`src/rtl/score4_pkg.sv`:
```
// rtl/score4_pkg.sv - shared board dimensions, cell/status/state types for the Score 4 board
package score4_pkg;

  localparam int COLS      = 7;
  localparam int ROWS      = 6;
  localparam int MAX_MOVES = 42;

  typedef enum logic [1:0] {
    EMPTY = 2'b00,
    RED   = 2'b01,
    GREEN = 2'b10
  } cell_t;

  typedef enum logic [1:0] {
    ST_OK       = 2'b00,
    ST_COL_FULL = 2'b01,
    ST_BAD_COL  = 2'b10,
    ST_AUTO     = 2'b11
  } status_t;

  typedef enum logic [1:0] {
    S_IDLE  = 2'b00,
    S_CHECK = 2'b01,
    S_OVER  = 2'b10
  } state_t;

  // Token code for the player whose turn it is (0 = red, 1 = green)
  function automatic cell_t player_cell(input logic player);
    return player ? GREEN : RED;
  endfunction

endpackage

```
`src/rtl/score4_board_column_drop.sv`:
```
// rtl/score4_board_column_drop.sv - gravity helper: full flag and landing row for one column
module column_drop
  import score4_pkg::*;
(
  input  logic [ROWS-1:0][1:0] cells,
  output logic                 full,
  output logic [2:0]           row
);

  // Row 5 is the bottom; the landing row is the highest-index empty cell
  always_comb begin
    full = (cells[0] != EMPTY);
    row  = 3'd0;
    for (int r = 0; r < ROWS; r++) begin
      if (cells[r] == EMPTY) row = 3'(r);
    end
  end

endmodule

```
`src/rtl/score4_board.sv`:
```
// rtl/score4_board.sv - Score 4 board writer; optional idle auto-move under SCORE4_MOVE_TIMER_EN
module score4_board
  import score4_pkg::*;
#(
  parameter int TIMEOUT_CYCLES = 1000
) (
  input  logic                      clk,
  input  logic                      rst_n,
  input  logic                      new_game,
  input  logic                      move_valid,
  input  logic [2:0]                move_col,
  output logic                      move_ready,
  input  logic                      win_exists,
  input  logic                      win_player,
  output logic [COLS-1:0][ROWS-1:0][1:0] panel,
  output logic                      turn,
  output logic                      done,
  output logic [1:0]                status,
  output logic                      game_over,
  output logic                      winner,
  output logic                      draw
);

  state_t     state, state_nxt;
  status_t    status_q;
  logic [5:0] move_cnt;
  logic       auto_q;

  logic       accept, bad_col, legal, fire;
  logic [2:0] mc_idx, mc_row, wr_col, wr_row;
  logic       mc_full;

  assign accept  = (state == S_IDLE) && move_valid && !new_game;
  assign bad_col = (move_col > 3'd6);
  assign mc_idx  = bad_col ? 3'd0 : move_col;
  assign status  = status_q;

  column_drop u_sel_drop (
    .cells (panel[mc_idx]),
    .full  (mc_full),
    .row   (mc_row)
  );

`ifdef SCORE4_MOVE_TIMER_EN
  localparam int             IW        = $clog2(TIMEOUT_CYCLES + 1);
  localparam logic [IW-1:0]  IDLE_LAST = IW'(TIMEOUT_CYCLES - 1);

  logic [IW-1:0]   idle_cnt;
  logic [COLS-1:0] col_full;
  logic [2:0]      scan_row [COLS];
  logic [2:0]      auto_col;

  for (genvar c = 0; c < COLS; c++) begin : g_scan
    column_drop u_scan_drop (
      .cells (panel[c]),
      .full  (col_full[c]),
      .row   (scan_row[c])
    );
  end

  // Lowest-index column that still has room
  always_comb begin
    auto_col = 3'd0;
    for (int c = COLS - 1; c >= 0; c--) begin
      if (!col_full[c]) auto_col = 3'(c);
    end
  end

  // A same-cycle handshake always beats the timeout
  assign fire   = (state == S_IDLE) && !new_game && !move_valid && (idle_cnt == IDLE_LAST);
  assign wr_col = fire ? auto_col : move_col;
  assign wr_row = fire ? scan_row[auto_col] : mc_row;

  // Idle counter only advances while waiting for a move in IDLE
  always_ff @(posedge clk or negedge rst_n) begin
    if (!rst_n) begin
      idle_cnt <= '0;
    end else if (new_game || state != S_IDLE || accept || fire) begin
      idle_cnt <= '0;
    end else begin
      idle_cnt <= idle_cnt + IW'(1);
    end
  end
`else
  assign fire   = 1'b0;
  assign wr_col = move_col;
  assign wr_row = mc_row;
`endif

  assign legal = (accept && !bad_col && !mc_full) || fire;

  // State register
  always_ff @(posedge clk or negedge rst_n) begin
    if (!rst_n) state <= S_IDLE;
    else        state <= state_nxt;
  end

  // Next-state logic
  always_comb begin
    state_nxt = state;
    if (new_game) begin
      state_nxt = S_IDLE;
    end else begin
      case (state)
        S_IDLE:  if (legal) state_nxt = S_CHECK;
        S_CHECK: state_nxt = (win_exists || move_cnt == 6'(MAX_MOVES)) ? S_OVER : S_IDLE;
        S_OVER:  state_nxt = S_OVER;
        default: state_nxt = S_IDLE;
      endcase
    end
  end

  // State-decoded outputs
  always_comb begin
    move_ready = (state == S_IDLE);
    game_over  = (state == S_OVER);
  end

  // Board, turn, move count and completion reporting
  always_ff @(posedge clk or negedge rst_n) begin
    if (!rst_n) begin
      panel    <= '0;
      turn     <= 1'b0;
      move_cnt <= 6'd0;
      auto_q   <= 1'b0;
      done     <= 1'b0;
      status_q <= ST_OK;
      winner   <= 1'b0;
      draw     <= 1'b0;
    end else begin
      done <= 1'b0;
      if (new_game) begin
        panel    <= '0;
        turn     <= 1'b0;
        move_cnt <= 6'd0;
        auto_q   <= 1'b0;
        winner   <= 1'b0;
        draw     <= 1'b0;
      end else begin
        case (state)
          S_IDLE: begin
            if (accept && bad_col) begin
              done     <= 1'b1;
              status_q <= ST_BAD_COL;
            end else if (accept && mc_full) begin
              done     <= 1'b1;
              status_q <= ST_COL_FULL;
            end else if (legal) begin
              panel[wr_col][wr_row] <= player_cell(turn);
              turn     <= ~turn;
              move_cnt <= move_cnt + 6'd1;
              auto_q   <= fire;
            end
          end
          S_CHECK: begin
            done     <= 1'b1;
            status_q <= auto_q ? ST_AUTO : ST_OK;
            if (win_exists)                       winner <= win_player;
            else if (move_cnt == 6'(MAX_MOVES))   draw   <= 1'b1;
          end
          default: ;
        endcase
      end
    end
  end

endmodule

```
`config.mk`:
```
export PLATFORM = sky130hd
export DESIGN_NAME = score4_board
export DESIGN_NICKNAME = d
export VERILOG_FILES = /design/src/rtl/score4_pkg.sv /design/src/rtl/score4_board_column_drop.sv /design/src/rtl/score4_board.sv
export SDC_FILE = /design/constraint.sdc
export NUM_CORES = 1
export LEC_CHECK = 0
export CORE_MARGIN = 2
export CORE_UTILIZATION = 50
export CTS_CLUSTER_SIZE = 14
export DETAILED_ROUTE_END_ITERATION = 16
export PLACE_DENSITY = 0.77
export SLEW_MARGIN = 40
export SYNTH_ARGS = -nofsm -noshare
export SYNTH_HDL_FRONTEND = slang
export SYNTH_HIERARCHICAL = 1
export SYNTH_SLANG_ARGS = --single-unit
```
`constraint.sdc`:
```
create_clock -name clk -period 3.7 [get_ports clk]
set_input_delay 0.74 -clock clk [delete_from_list [all_inputs] [get_ports clk]]
set_output_delay 0.74 -clock clk [all_outputs]
set_load 0.05 [all_outputs]
```
==> out/qor.log <==
[status] run status complete, no violations
[clock_network] post_cts resized 1
[clock_network] Clock Pin Slew Worst Setup and Hold Paths 60 ps
[route] wire length per cell 20.0 µm
[pwr] power per standard cell area 331 nW/µm²
[clock_network] worst skew pair latency 360 ps
[critical_path] endpoint class of the critical path register
[route] post-detailed-route via-to-cell ratio 5.99
[pwr] switching power total 0.679 mW
[critical_path] Worst R2R Start panel[41]
[synthesis] average footprint of a synthesized cell 10.1 µm²
[route] DRT Pass-1 Iters 7
[cells_and_area] synthesis-to-finish area growth 29.6%
[floorplan] die span in y 110 µm
[synthesis] Post-synth EDFFs 0
[synthesis] top area cells in the synthesized netlist sky130_fd_sc_hd__dfrtp_1 44%, sky130_fd_sc_hd__mux2i_1 15%, sky130_fd_sc_hd__nand2_1 5.9%, sky130_fd_sc_hd__nand3_1 3.3%, sky130_fd_sc_hd__mux2_2 2.8%
[clock_network] clock tree from TritonCTS done
[critical_path] Worst path most repeated cell sky130_fd_sc_hd__buf_4
[clock_network] Clock Tree Buf Depth 2
[route] total length of routed met2 wires 7.91 mm
[job] MaxCap Viol Count 0
[floorplan] Floorplan Core Area 10900 µm²
[grt] global-route wire length before repair 25.5 mm
[floorplan] initial core utilization 51.5%
[synthesis] distinct cell type count of the synthesized netlist 52
[grt] maximum number of pins on one net before global-route repair 99
[pwr] sw frac 28.1%
[placed_design] count of port buffers added during placement 100
[pwr] part of the power in registers 45.5%
[cells_and_area] fraction of final layout cells sized beyond drive strength 1 17.7%
[sta] FMAX 279 MHz
[critical_path] highest fanout seen on the critical path 8
[clock_network] Setup Buffers After CTS 0
[route] Routed WL 16.1 mm
[synthesis] number of synthesis warnings 6
[grt] overall track demand over capacity in global routing 27.9%
[critical_path] number of buffers and inverters on the critical path 4
[pwr] worst IR drop on VDD 0.000314 V
[hold_path] class of the tightest hold or removal check in -> async
[critical_path] destination of the worst register-to-register timing path panel[16]
[grt] total grt overflow 0
[synthesis] dominant cell type by area after synthesis sky130_fd_sc_hd__dfrtp_1
[route] antenna-violating nets left 0
[grt] number of antenna violations at the first check in global routing 0
[pwr] share of total power in combinational logic 16.1%
[sta] post-layout worst setup margin 113 ps
[sta] Final Hold Fails 0
[synthesis] share of synthesized flip-flops with an asynchronous set or reset 100%
[synthesis] number of synthesized register bits 98
[clock_network] count of hold buffers inserted by post-cts repair 0
[pwr] part of the total power dissipated in the clock network 38.4%
[route] Detail Route met3 WL 964 µm
[critical_path] nature of the critical path startpoint input port
[critical_path] CP arrival 3800 ps
[clock_network] Inserted Clock Buffers 9
[placed_design] GP Congestion 0.952
[synthesis] post-synthesis net count 567
[synthesis] share of the synthesized area in the top cell type 43.5%
[sta] minimum clock period after layout 3590 ps
[route] via total after detailed routing 4829
[synthesis] gate count of the mapped netlist 556
[critical_path] required time of the critical path 3910 ps
[pwr] overall power consumption 2.42 mW
[floorplan] horizontal die dimension 110 µm
[synthesis] share of synthesized area occupied by flip-flops and latches 43.5%
[route] routed length on met1 6.81 mm
[critical_path] cells traversed along the worst timing path clkdlybuf4s50_1 > a21boi_0 > buf_4 > a221oi_1 > a32oi_1 > o22a_1 > a221o_1 > buf_4 > nor3b_4 > buf_4 > nand3_1 > mux2i_1
[sta] Worst Max-Slew Pin Slew 761 ps
[critical_path] Crit Path Category in -> reg
[cells_and_area] Layout fillers 886
[pwr] internal power component 1.74 mW
[sta] Setup Skew 9.08 ps
[floorplan] number of top-level pins 101
[sta] minimum hold slack 434 ps
[critical_path] slowest stage delay, CP 560 ps
[cells_and_area] number of nets in the finished design 673
[floorplan] area of the die 12100 µm²
[clock_network] clock tree root buffer cell sky130_fd_sc_hd__clkbuf_16
[sta] relative slew slack 49.1%
[sta] count of final setup violators 0
[pwr] static leakage 3.53 nW
[route] count of routing violations after the opening detailed-route iteration 336
[clock_network] TritonCTS sink count 98
[cells_and_area] Ant. Diodes 0
[synthesis] cell area after technology mapping 5630 µm²
[critical_path] Top delay family on crit path compound AO/OA/AOI/OAI gates
[sta] final worst-path cycle share 96.9%
[critical_path] Reg2Reg Depth 10
[route] DRC violation count after routing 0
[grt] number of global-route vias before repair 4848
[critical_path] crit path max-delay cell type sky130_fd_sc_hd__clkdlybuf4s50_1
[placed_design] HPWL after detailed placement 11.3 mm
[synthesis] Top FF cell, synth sky130_fd_sc_hd__dfrtp_1
[clock_network] CTS HTree Levels 3
[sta] final slew viol count 0
[route] DR top layer met4
[floorplan] number of rows created at floorplan 38
[critical_path] register-to-register path setup slack 800 ps
[placed_design] post-placement setup slack -420 ps
-- sequential cells by signal, summed over array words and instances, names as in the netlist --
signal / cells
panel: 84
done: 1
move_cnt: 6
turn: 1
winner: 1
draw: 1
state: 2
status: 2
-- power groups by stage --
stage,Sequential [mW],Clock (mW),Combinational (mW)
after floorplan,1.15,0,0.187
after global placement,1.12,0,0.374
after detailed placement,1.12,0,0.382
after CTS,1.10,0.938,0.383
after global routing,1.10,0.985,0.416
final,1.10,0.929,0.390
-- per-stage QoR --
step / cells / util [%] / TNS, ps / area (µm²)
2_1_floorplan: 556 / - / 0 / 5640
3_3_place_gp: 791 / 63.7 / -12690 / 6970
3_5_place_dp: 791 / 63.8 / -20320 / 6970
4_1_cts: 806 / 66.4 / 0 / 7260
5_1_grt: 806 / 66.7 / -18.7 / 7300
6_report: 806 / 66.7 / 0 / 7300
-- cells in the final DEF, fill, tap and decap left out, drive strengths merged, types with 5 or more instances in the layout --
cell	count
inv	5
a32oi	14
a221oi	12
nor2	9
o22ai	13
and3	15
buf	47
clkbuf	10
and2	13
nand2	89
nand3	47
or3b	13
clkdlybuf4s50	98
dfrtp	98
mux2i	87
nor2b	18
mux2	14
o21ai	15
-- worst register-to-register path, delay by kind of cell (launching register included) --
| family | cells | cell delay (ps) |
|---|---|---|
| compound gates | 4 | 1350 |
| buf+inv | 2 | 360 |
| flops | 1 | 390 |
| mux | 1 | 160 |
| simple gates | 3 | 500 |
-- area by class of cell --
cell class / instances / area, µm² / share of cell area (%)
well taps: 140 / 175 / 2.40
clock buffers: 10 / 229 / 3.14
multi-input cells: 403 / 2970 / 40.7
inverters: 5 / 18.8 / 0.257
flip-flops and latches: 98 / 2450 / 33.6
clock inverters: 5 / 56.3 / 0.771
repair buffers: 145 / 1390 / 19.1
-- cells by family after synthesis --
| logic type | count (synthesis) | share of synthesized area, % |
|---|---|---|
| muxes | 101 | 18.3 |
| AOI/OAI and AO/OA | 66 | 8.40 |
| adders and majority gates | 2 | 0.444 |
| buffers and inverters | 55 | 4.49 |
| xor gates and xnor gates | 1 | 0.156 |
| and+or+nand+nor | 233 | 24.7 |
| DFF | 98 | 43.5 |
-- cell usage after synthesis, types with 2 or more instances --
master,n
sky130_fd_sc_hd__nand2b_1,3
sky130_fd_sc_hd__o22a_1,2
sky130_fd_sc_hd__or3b_2,13
sky130_fd_sc_hd__and3_1,15
sky130_fd_sc_hd__ha_1,2
sky130_fd_sc_hd__a221oi_1,12
sky130_fd_sc_hd__and3b_1,2
sky130_fd_sc_hd__buf_6,3
sky130_fd_sc_hd__nand3_4,4
sky130_fd_sc_hd__o21ai_0,15
sky130_fd_sc_hd__nand4_1,2
sky130_fd_sc_hd__clkbuf_1,34
sky130_fd_sc_hd__buf_4,3
sky130_fd_sc_hd__nor3b_4,3
sky130_fd_sc_hd__nor2_1,9
sky130_fd_sc_hd__mux2i_1,87
sky130_fd_sc_hd__a21boi_0,2
sky130_fd_sc_hd__nand2_1,89
sky130_fd_sc_hd__and2_1,13
sky130_fd_sc_hd__buf_2,9
sky130_fd_sc_hd__mux2_2,14
sky130_fd_sc_hd__inv_1,4
sky130_fd_sc_hd__a32oi_1,14
sky130_fd_sc_hd__dfrtp_1,98
sky130_fd_sc_hd__nor4_1,3
sky130_fd_sc_hd__nor4b_4,2
sky130_fd_sc_hd__nand3_1,37
sky130_fd_sc_hd__nand3_2,6
sky130_fd_sc_hd__o22ai_1,13
sky130_fd_sc_hd__nor2b_1,18
sky130_fd_sc_hd__and4bb_2,2
sky130_fd_sc_hd__a21oi_1,3
-- worst max-delay path by stage --
stage,start,end,slack (ps),cells past startpoint
floorplan,move_col[1],panel[43],140,11
global placement,move_col[2],panel[42],-390,11
detailed placement,move_col[2],panel[43],-420,11
CTS,move_col[2],panel[73],40,12
global route,move_col[1],panel[40],-20,12
finish,move_col[1],panel[16],110,12
-- per-layer routing --
| metal | track usage (%) | vias to the layer above |
|---|---|---|
| li1 | - | 2206 |
| met4 | 11.6 | 0 |
| met3 | 4.23 | 32 |
| met5 | 0 | - |
| met2 | 45.1 | 178 |
| met1 | 37.4 | 2413 |
Power figures use the tool's default switching activity.
